$ cat config.mk
export PLATFORM = sky130hd
export DESIGN_NAME = pipe_hold_ctrl
export DESIGN_NICKNAME = d
export VERILOG_FILES = /design/src/rtl/pipe_hold_ctrl.sv
export SDC_FILE = /design/constraint.sdc
export NUM_CORES = 1
export LEC_CHECK = 0
export CAP_MARGIN = 20
export CORE_UTILIZATION = 35
export DETAILED_ROUTE_END_ITERATION = 10
export PLACE_DENSITY = 0.82
export SLEW_MARGIN = 20
export SYNTH_ARGS = -nofsm -noshare
export SYNTH_HDL_FRONTEND = slang
export SYNTH_SLANG_ARGS = --single-unit
$ cat constraint.sdc
create_clock -name clk -period 2.8 [get_ports clk]
set_input_delay 0.28 -clock clk [delete_from_list [all_inputs] [get_ports clk]]
set_output_delay 0.28 -clock clk [all_outputs]
set_load 0.03 [all_outputs]
$ cat src/rtl/pipe_hold_ctrl.sv
// pipe_hold_ctrl: pipeline hold/redirect controller.
// Merges stall requests from execute, the interrupt controller, the bus
// arbiter and the debugger into one hold level. It forwards branch/interrupt
// redirects to the PC and inserts FLUSH_CYCLES bubble cycles after each one.
// Optional bus-hold watchdog: define PIPE_HOLD_WDT_EN to build it. Without
// that macro, timeout_o is tied low.
// Handshake note: there is no valid/ready flow here. Every request input is
// level-sensitive and is honoured in the same cycle it is high.
// The FSM state is visible on flush_busy_o (1 = FLUSH, 0 = IDLE).
module pipe_hold_ctrl #(
    parameter int FLUSH_CYCLES = 1,
    parameter int WDT_LIMIT    = 255
) (
    input  logic        clk,
    input  logic        rst,
    input  logic        jump_flag_i,
    input  logic [31:0] jump_addr_i,
    input  logic        hold_flag_ex_i,
    input  logic        hold_flag_clint_i,
    input  logic        int_assert_i,
    input  logic [31:0] int_addr_i,
    input  logic        hold_flag_rib_i,
    input  logic        jtag_halt_flag_i,
    output logic [2:0]  hold_flag_o,
    output logic        jump_flag_o,
    output logic [31:0] jump_addr_o,
    output logic        flush_busy_o,
    output logic [31:0] stall_cnt_o,
    output logic        timeout_o
);

    typedef enum logic {
        IDLE  = 1'b0,
        FLUSH = 1'b1
    } state_t;

    localparam logic [2:0] HOLD_NONE = 3'd0;
    localparam logic [2:0] HOLD_PC   = 3'd1;
    localparam logic [2:0] HOLD_IF   = 3'd2;
    localparam logic [2:0] HOLD_ID   = 3'd3;

    localparam logic [2:0] FLUSH_LOAD = 3'(FLUSH_CYCLES);

    // Reject out-of-range configurations at elaboration.
    if (FLUSH_CYCLES < 0 || FLUSH_CYCLES > 7 || WDT_LIMIT < 1 || WDT_LIMIT > 65535) begin : g_bad_param
        $error("pipe_hold_ctrl: FLUSH_CYCLES must be 0..7 and WDT_LIMIT 1..65535");
    end

    state_t     state;
    logic [2:0] flush_cnt;
    logic [2:0] req_level;
    logic [2:0] fsm_level;
    logic       redirect;

    // Request level: an ID-stage hold for execute-side events, a PC hold for bus/debug.
    always_comb begin
        req_level = HOLD_NONE;
        if (hold_flag_ex_i | hold_flag_clint_i | jump_flag_i | int_assert_i) begin
            req_level = HOLD_ID;
        end else if (hold_flag_rib_i | jtag_halt_flag_i) begin
            req_level = HOLD_PC;
        end
    end

    assign redirect    = jump_flag_i | int_assert_i;
    assign fsm_level   = (state == FLUSH) ? HOLD_IF : HOLD_NONE;
    assign hold_flag_o = (req_level > fsm_level) ? req_level : fsm_level;
    assign jump_flag_o = redirect;

    // Redirect target: the interrupt wins over a branch taken in the same cycle.
    always_comb begin
        jump_addr_o = 32'd0;
        if (int_assert_i) begin
            jump_addr_o = int_addr_i;
        end else if (jump_flag_i) begin
            jump_addr_o = jump_addr_i;
        end
    end

    assign flush_busy_o = (state == FLUSH);

    // Flush sequencer. A new redirect during FLUSH restarts the count rather than extending it.
    always_ff @(posedge clk) begin
        if (rst) begin
            state     <= IDLE;
            flush_cnt <= 3'd0;
        end else begin
            case (state)
                IDLE: begin
                    if (redirect && (FLUSH_CYCLES > 0)) begin
                        state     <= FLUSH;
                        flush_cnt <= FLUSH_LOAD;
                    end
                end
                FLUSH: begin
                    if (redirect) begin
                        flush_cnt <= FLUSH_LOAD;
                    end else if (flush_cnt <= 3'd1) begin
                        state     <= IDLE;
                        flush_cnt <= 3'd0;
                    end else begin
                        flush_cnt <= flush_cnt - 3'd1;
                    end
                end
                default: begin
                    state     <= IDLE;
                    flush_cnt <= 3'd0;
                end
            endcase
        end
    end

    // Count every cycle in which any pipeline stage is held. The counter wraps naturally.
    always_ff @(posedge clk) begin
        if (rst) begin
            stall_cnt_o <= 32'd0;
        end else if (hold_flag_o != HOLD_NONE) begin
            stall_cnt_o <= stall_cnt_o + 32'd1;
        end
    end

`ifdef PIPE_HOLD_WDT_EN
    localparam logic [15:0] WDT_MAX = 16'(WDT_LIMIT);

    logic [15:0] wdt_cnt;
    logic        timeout_q;

    // Watchdog: count consecutive cycles the bus is lost, saturate at the limit, and latch timeout.
    always_ff @(posedge clk) begin
        if (rst) begin
            wdt_cnt   <= 16'd0;
            timeout_q <= 1'b0;
        end else if (!hold_flag_rib_i) begin
            wdt_cnt <= 16'd0;
        end else if (wdt_cnt != WDT_MAX) begin
            wdt_cnt <= wdt_cnt + 16'd1;
            if (wdt_cnt + 16'd1 == WDT_MAX) begin
                timeout_q <= 1'b1;
            end
        end
    end

    assign timeout_o = timeout_q;
`else
    assign timeout_o = 1'b0;
`endif

endmodule

### Word-level counts from Yosys, hierarchy flattened

Cells that the tools add are included.

* register bits after elaboration: 36
* logic and storage cells: 29

* add/subtract/negate cells: 2
* $lt $le $gt $ge: 2
* eq/ne operators: 1
* multiplexer cells: 14
* bitwise operators: 6
* reductions and logical operators: 1

Operators with widths (number)
* $mux W32: 2
* $add A32 B1 Y32 const B: 1
* $mux W3: 5
* $pmux W3 S2: 1
* $or A1 B1 Y1: 5
* $mux W1: 4
* $gt A3 B2 Y1: 1
* $le A3 B1 Y1 const B: 1
* $reduce_bool A3 Y1: 1
* $sub A3 B1 Y3 const B: 1
* $mux W2: 1
* $ne A2 B2 Y1 const B: 1
* $pmux W1 S2: 1
* $not A1 Y1: 1

### Logic depth before layout (Yosys ltp)

* depth after elaboration: 7
* gate-level depth with buffers: 10
* depth with buffers taken out: 8

### Worst setup path after synthesis

No wires, ideal clock.

* path type: input to register
* start: in int_assert_i
* end: reg stall_cnt_o[5]
* arrival: 2.245 ns
* data required time: 2.672 ns
* setup slack: 0.427 ns
* stages: 8
* path through: buf_2 or4_1 ha_1 nor3b_1 a211oi_1 nand4_1 xor2_1 nor2_1

* longest elaborated chain between the ends: 5

Ends and longest elaborated chain
* start, declared: RTL line 20 `input logic int_assert_i,`
* $or A1 B1 Y1 *: RTL line 58 `if (hold_flag_ex_i | hold_flag_clint_i | jump_flag_i | int_assert_i) begin`
* $mux W3 *: RTL line 58
* $gt A3 B2 Y1: RTL line 67 `assign hold_flag_o = (req_level > fsm_level) ? req_level : fsm_level;`
* $mux W3 *: RTL line 67
* $reduce_bool A3 Y1 *: RTL line 117 `end else if (hold_flag_o != HOLD_NONE) begin`
* end signal, assigned: RTL line 118 `stall_cnt_o <= stall_cnt_o + 32'd1;`
* end, declared: RTL line 28 `output logic [31:0] stall_cnt_o,`

Every way passes the cells marked *; elsewhere a longest branch is shown, timed or not.
A chain may end at the register's enable or synchronous reset.

### Worst setup path after layout

* start: in jump_flag_i
* end: reg stall_cnt_o[7]

* longest elaborated chain between the ends: 6

Ends and longest elaborated chain
* start, declared: RTL line 16 `input logic jump_flag_i,`
* $or A1 B1 Y1 * (2 in series): RTL line 58
* $mux W3 *: RTL line 58
* $gt A3 B2 Y1: RTL line 67
* $mux W3 *: RTL line 67
* $reduce_bool A3 Y1 *: RTL line 117

Marked as above.

==> parameters.txt <==
Parameter                              Value

Logic synthesis
  Post-synth design cell area ... 2050 sq um
  Number of register bits inferred by synthesis ... 36
  Sequential element share of the synthesized area ... 0.352
  Synth Instances ... 249
  Post-synthesis average cell area ... 8.23 sq um
  Post-synth cell types ... 36
  Synth top area cells ... sky130_fd_sc_hd__dfxtp_1 35%, sky130_fd_sc_hd__a22o_1 13%, sky130_fd_sc_hd__xor2_1 6.0%, sky130_fd_sc_hd__nor2_1 4.2%, sky130_fd_sc_hd__a21oi_1 4.2%
  Proportion of netlist area held by the largest area contributor ... 0.352
  Yosys warnings ... 0
  Largest area contributor in the netlist ... sky130_fd_sc_hd__dfxtp_1

STA
  Final setup violation count ... 0
  Max-Slew Margin vs Limit ... 0.435
  Clock period minus worst slack ... 2.63 ns
  Setup tns final ... 0 ns
  Slew at the pin closest to its max-slew limit ... 0.842 ns
  Post-route clock period utilization ... 0.941
  Number of pins exceeding their max-slew limit in the final report ... 0
  Final clock skew ... 0.00403 ns
  Final hold violation count ... 0
  Worst setup slack after layout ... 0.165 ns
  Unrepaired setup endpoints after global routing ... no
  Top achievable clock speed ... 0.380 GHz

CTS
  Clock transition at the registers of the reported paths ... 0.07 ns
  Max H-tree Level ... 2
  Postcts setup bufs ... 0
  CTS tree ... built
  Number of buffers created by CTS ... 5
  Total number of clock tree sinks ... 36
  Latest clock arrival within the worst-skew pair ... 0.28 ns
  Hold Buf Count CTS ... 0
  CTS Root Cell ... sky130_fd_sc_hd__clkbuf_8
  Number of buffers on the longest clock path ... 2
  Number of gates given a new drive strength after cts ... 0

Critical path
  Element type at the critical path end ... flop
  Launching element type of the critical path ... input pin
  Largest fanout on the critical path ... 7
  Data arrival, critical path ... 2.80 ns
  Start-to-end type of the worst setup path ... input pin to flop
  Data required time of the worst path ... 2.97 ns

Global routing
  GRT Util Overall ... 0.210
  First-pass GRT wire length ... 10200 microns
  Total overflow reported by the global router ... 0
  Pin count of the biggest net entering global routing ... 36
  Vias in the first global route ... 2224
  Number of antenna violations at the first check in global routing ... 0

Routing
  Number of nets still failing antenna checks after routing ... 0
  Routed wire length ... 6350 microns
  Via/cell ratio ... 5.10
  Number of DRC violations after detailed routing ... 0
  First-pass DRT Iterations ... 4
  Count of vias placed by the detailed router ... 2367
  Number of DRC violations after detailed-routing iteration 0 ... 88
  Per-cell routed wire length ... 13.7 microns

Die
  Site row count ... 27
  Die Wd ... 78.5 microns
  Core Area ... 5570 sq um
  Starting density of the core ... 0.368
  Die area ... 6170 sq um
  Vert. Die Dim ... 78.5 microns
  IO Pins ... 142

Layout
  Area grow syn2layout ... 76.3%
  Final instance count without filler cells ... 464
  Cell area after layout ... 3610 sq um
  Number of nets in the finished design ... 468
  Antenna Cells ... 0
  Share of post-route cells with drive strength above 1 ... 0.151

Run status
  Outcome ... finished, final reports clean

Place
  Final weighted congestion of routability-driven global placement ... 0.753
  Estimated wirelength of the detail-placed design ... 5090 microns
  Setup slack after placement ... -0.159 ns
  Cells after DPL ... 457
  Cell area after placement ... 3510 sq um
  Total of buffers placed on input and output ports ... 139

Pwr
  Power Total ... 1.29 mW
  Highest ir drop seen on vdd ... 0.205 mV
  Static leakage ... 1.39 nW
  PD cells ... 356 nW/um^2

Min path
  Worst min path class ... flop to flop

Job
  Number of max-cap violations ... 0
per-layer routing:
| layer | vias up | GRT usage | wire length (microns) | share of wire |
|---|---|---|---|---|
| met5 | - | 0 | 0 | 0 |
| met4 | 0 | 0.0796 | 129 | 0.020 |
| met3 | 10 | 0.0663 | 478 | 0.075 |
| met2 | 93 | 0.396 | 3470 | 0.55 |
| met1 | 1072 | 0.214 | 2270 | 0.36 |
| li1 | 1192 | - | - | - |
registers in the layout, summed over array words and instances, names as in the netlist:
name and count:
flush_busy_o 1, stall_cnt_o 32, flush_cnt 3
through the flow:
step | util | hold WS [ns]
after global placement | 0.630 | 0.467
after global routing | 0.648 | 0.528
final | 0.648 | 0.488
after floorplan | - | 0.446
after CTS | 0.647 | 0.492
after detailed placement | 0.630 | 0.483
cells by family after synthesis:
| kind of cell | count (synthesis) | share of synthesized area |
|---|---|---|
| and+or+nand+nor | 95 | 0.252 |
| AOI/OAI and AO/OA | 68 | 0.235 |
| DFF | 36 | 0.352 |
| buffers and inverters | 27 | 0.0580 |
| xor gates and xnor gates | 18 | 0.0769 |
| adders and majority gates | 4 | 0.0244 |
| other | 1 | 0.00183 |
worst paths after layout:
| path | cells past startpoint | endpoint | start | slack [ns] |
|---|---|---|---|---|
| worst max register to register | 8 | stall_cnt_o[7]$_SDFFE_PP0P_ | flush_busy_o$_SDFF_PP0_ | 0.48 |
| worst min-delay path | 2 | stall_cnt_o[31]$_SDFFE_PP0P_ | stall_cnt_o[31]$_SDFFE_PP0P_ | 0.49 |
| worst min register to register | 2 | stall_cnt_o[31]$_SDFFE_PP0P_ | stall_cnt_o[31]$_SDFFE_PP0P_ | 0.49 |
| worst max-delay path | 8 | stall_cnt_o[7]$_SDFFE_PP0P_ | jump_flag_i | 0.17 |
synthesized netlist by cell type:
| cell type | number |
|---|---|
| sky130_fd_sc_hd__nand4_1 | 11 |
| sky130_fd_sc_hd__nand3_1 | 11 |
| sky130_fd_sc_hd__nor2b_1 | 1 |
| sky130_fd_sc_hd__nor4_1 | 1 |
| sky130_fd_sc_hd__nor4_4 | 1 |
| sky130_fd_sc_hd__ha_1 | 4 |
| sky130_fd_sc_hd__inv_1 | 11 |
| sky130_fd_sc_hd__a211oi_1 | 2 |
| sky130_fd_sc_hd__xor2_1 | 14 |
| sky130_fd_sc_hd__nand2_1 | 18 |
| sky130_fd_sc_hd__a211oi_2 | 1 |
| sky130_fd_sc_hd__and2_1 | 3 |
| sky130_fd_sc_hd__and4_1 | 3 |
| sky130_fd_sc_hd__o21ai_1 | 3 |
| sky130_fd_sc_hd__clkbuf_1 | 10 |
| sky130_fd_sc_hd__inv_2 | 1 |
| sky130_fd_sc_hd__buf_6 | 1 |
| sky130_fd_sc_hd__or3_1 | 11 |
| sky130_fd_sc_hd__nor3b_1 | 2 |
| sky130_fd_sc_hd__nor2_1 | 23 |
| sky130_fd_sc_hd__nand4_2 | 2 |
| sky130_fd_sc_hd__dfxtp_1 | 36 |
| sky130_fd_sc_hd__buf_4 | 2 |
| sky130_fd_sc_hd__or2_2 | 1 |
| sky130_fd_sc_hd__o32ai_1 | 1 |
| sky130_fd_sc_hd__o31ai_1 | 2 |
| sky130_fd_sc_hd__a22o_1 | 31 |
| sky130_fd_sc_hd__or4_1 | 3 |
| sky130_fd_sc_hd__a2111oi_0 | 1 |
| sky130_fd_sc_hd__buf_2 | 2 |
| sky130_fd_sc_hd__conb_1 | 1 |
| sky130_fd_sc_hd__xnor2_1 | 4 |
| sky130_fd_sc_hd__a21oi_1 | 17 |
| sky130_fd_sc_hd__and3_1 | 2 |
| sky130_fd_sc_hd__o21ai_0 | 10 |
| sky130_fd_sc_hd__nor3_1 | 2 |
layout by cell type, fill, tap and decap left out:
master	instances
sky130_fd_sc_hd__nand2_1	18
sky130_fd_sc_hd__nand3_1	11
sky130_fd_sc_hd__nor3_1	2
sky130_fd_sc_hd__o21ai_0	10
sky130_fd_sc_hd__xnor2_1	4
sky130_fd_sc_hd__nand4_2	2
sky130_fd_sc_hd__inv_2	1
sky130_fd_sc_hd__a211oi_2	1
sky130_fd_sc_hd__buf_4	41
sky130_fd_sc_hd__buf_12	4
sky130_fd_sc_hd__nor4_4	1
sky130_fd_sc_hd__o32ai_1	1
sky130_fd_sc_hd__or3_1	11
sky130_fd_sc_hd__a21oi_1	17
sky130_fd_sc_hd__a211oi_1	2
sky130_fd_sc_hd__o31ai_1	2
sky130_fd_sc_hd__clkdlybuf4s50_1	105
sky130_fd_sc_hd__dfxtp_1	36
sky130_fd_sc_hd__and3_1	2
sky130_fd_sc_hd__or4_1	3
sky130_fd_sc_hd__nor2b_4	1
sky130_fd_sc_hd__a2111oi_0	1
sky130_fd_sc_hd__clkbuf_8	7
sky130_fd_sc_hd__and2_1	3
sky130_fd_sc_hd__o21ai_1	3
sky130_fd_sc_hd__ha_1	4
sky130_fd_sc_hd__inv_1	11
sky130_fd_sc_hd__xor2_1	14
sky130_fd_sc_hd__nor4_1	1
sky130_fd_sc_hd__conb_1	2
sky130_fd_sc_hd__nor2_1	23
sky130_fd_sc_hd__nand4_1	11
sky130_fd_sc_hd__a22o_1	31
sky130_fd_sc_hd__or2_2	1
sky130_fd_sc_hd__nor3b_1	2
sky130_fd_sc_hd__and4_1	3
report_power, final:
part / switching (mW) / internal [mW] / total, mW
Clock: 0.174 / 0.219 / 0.393
Combinational: 0.175 / 0.192 / 0.366
Sequential: 0.00886 / 0.518 / 0.527
Total: 0.358 / 0.929 / 1.29
critical path, cell delays in order:
cell and delay (ns):
sky130_fd_sc_hd__clkdlybuf4s50_1 0.41, sky130_fd_sc_hd__or4_1 0.55, sky130_fd_sc_hd__ha_1 0.33, sky130_fd_sc_hd__nor3b_1 0.08, sky130_fd_sc_hd__a211oi_1 0.71, sky130_fd_sc_hd__nand3_1 0.20, sky130_fd_sc_hd__xor2_1 0.18, sky130_fd_sc_hd__nor2_1 0.05
final cells by class:
cell class,count,area (sq um)
Sequential cell,36,721
Tap cell,72,90.1
Fill cell,469,1960
Multi-Input combinational cell,187,1220
Clock buffer,7,96.3
Inverter,12,45.0
Timing Repair Buffer,150,1440
(Power assumes the default switching activity.)
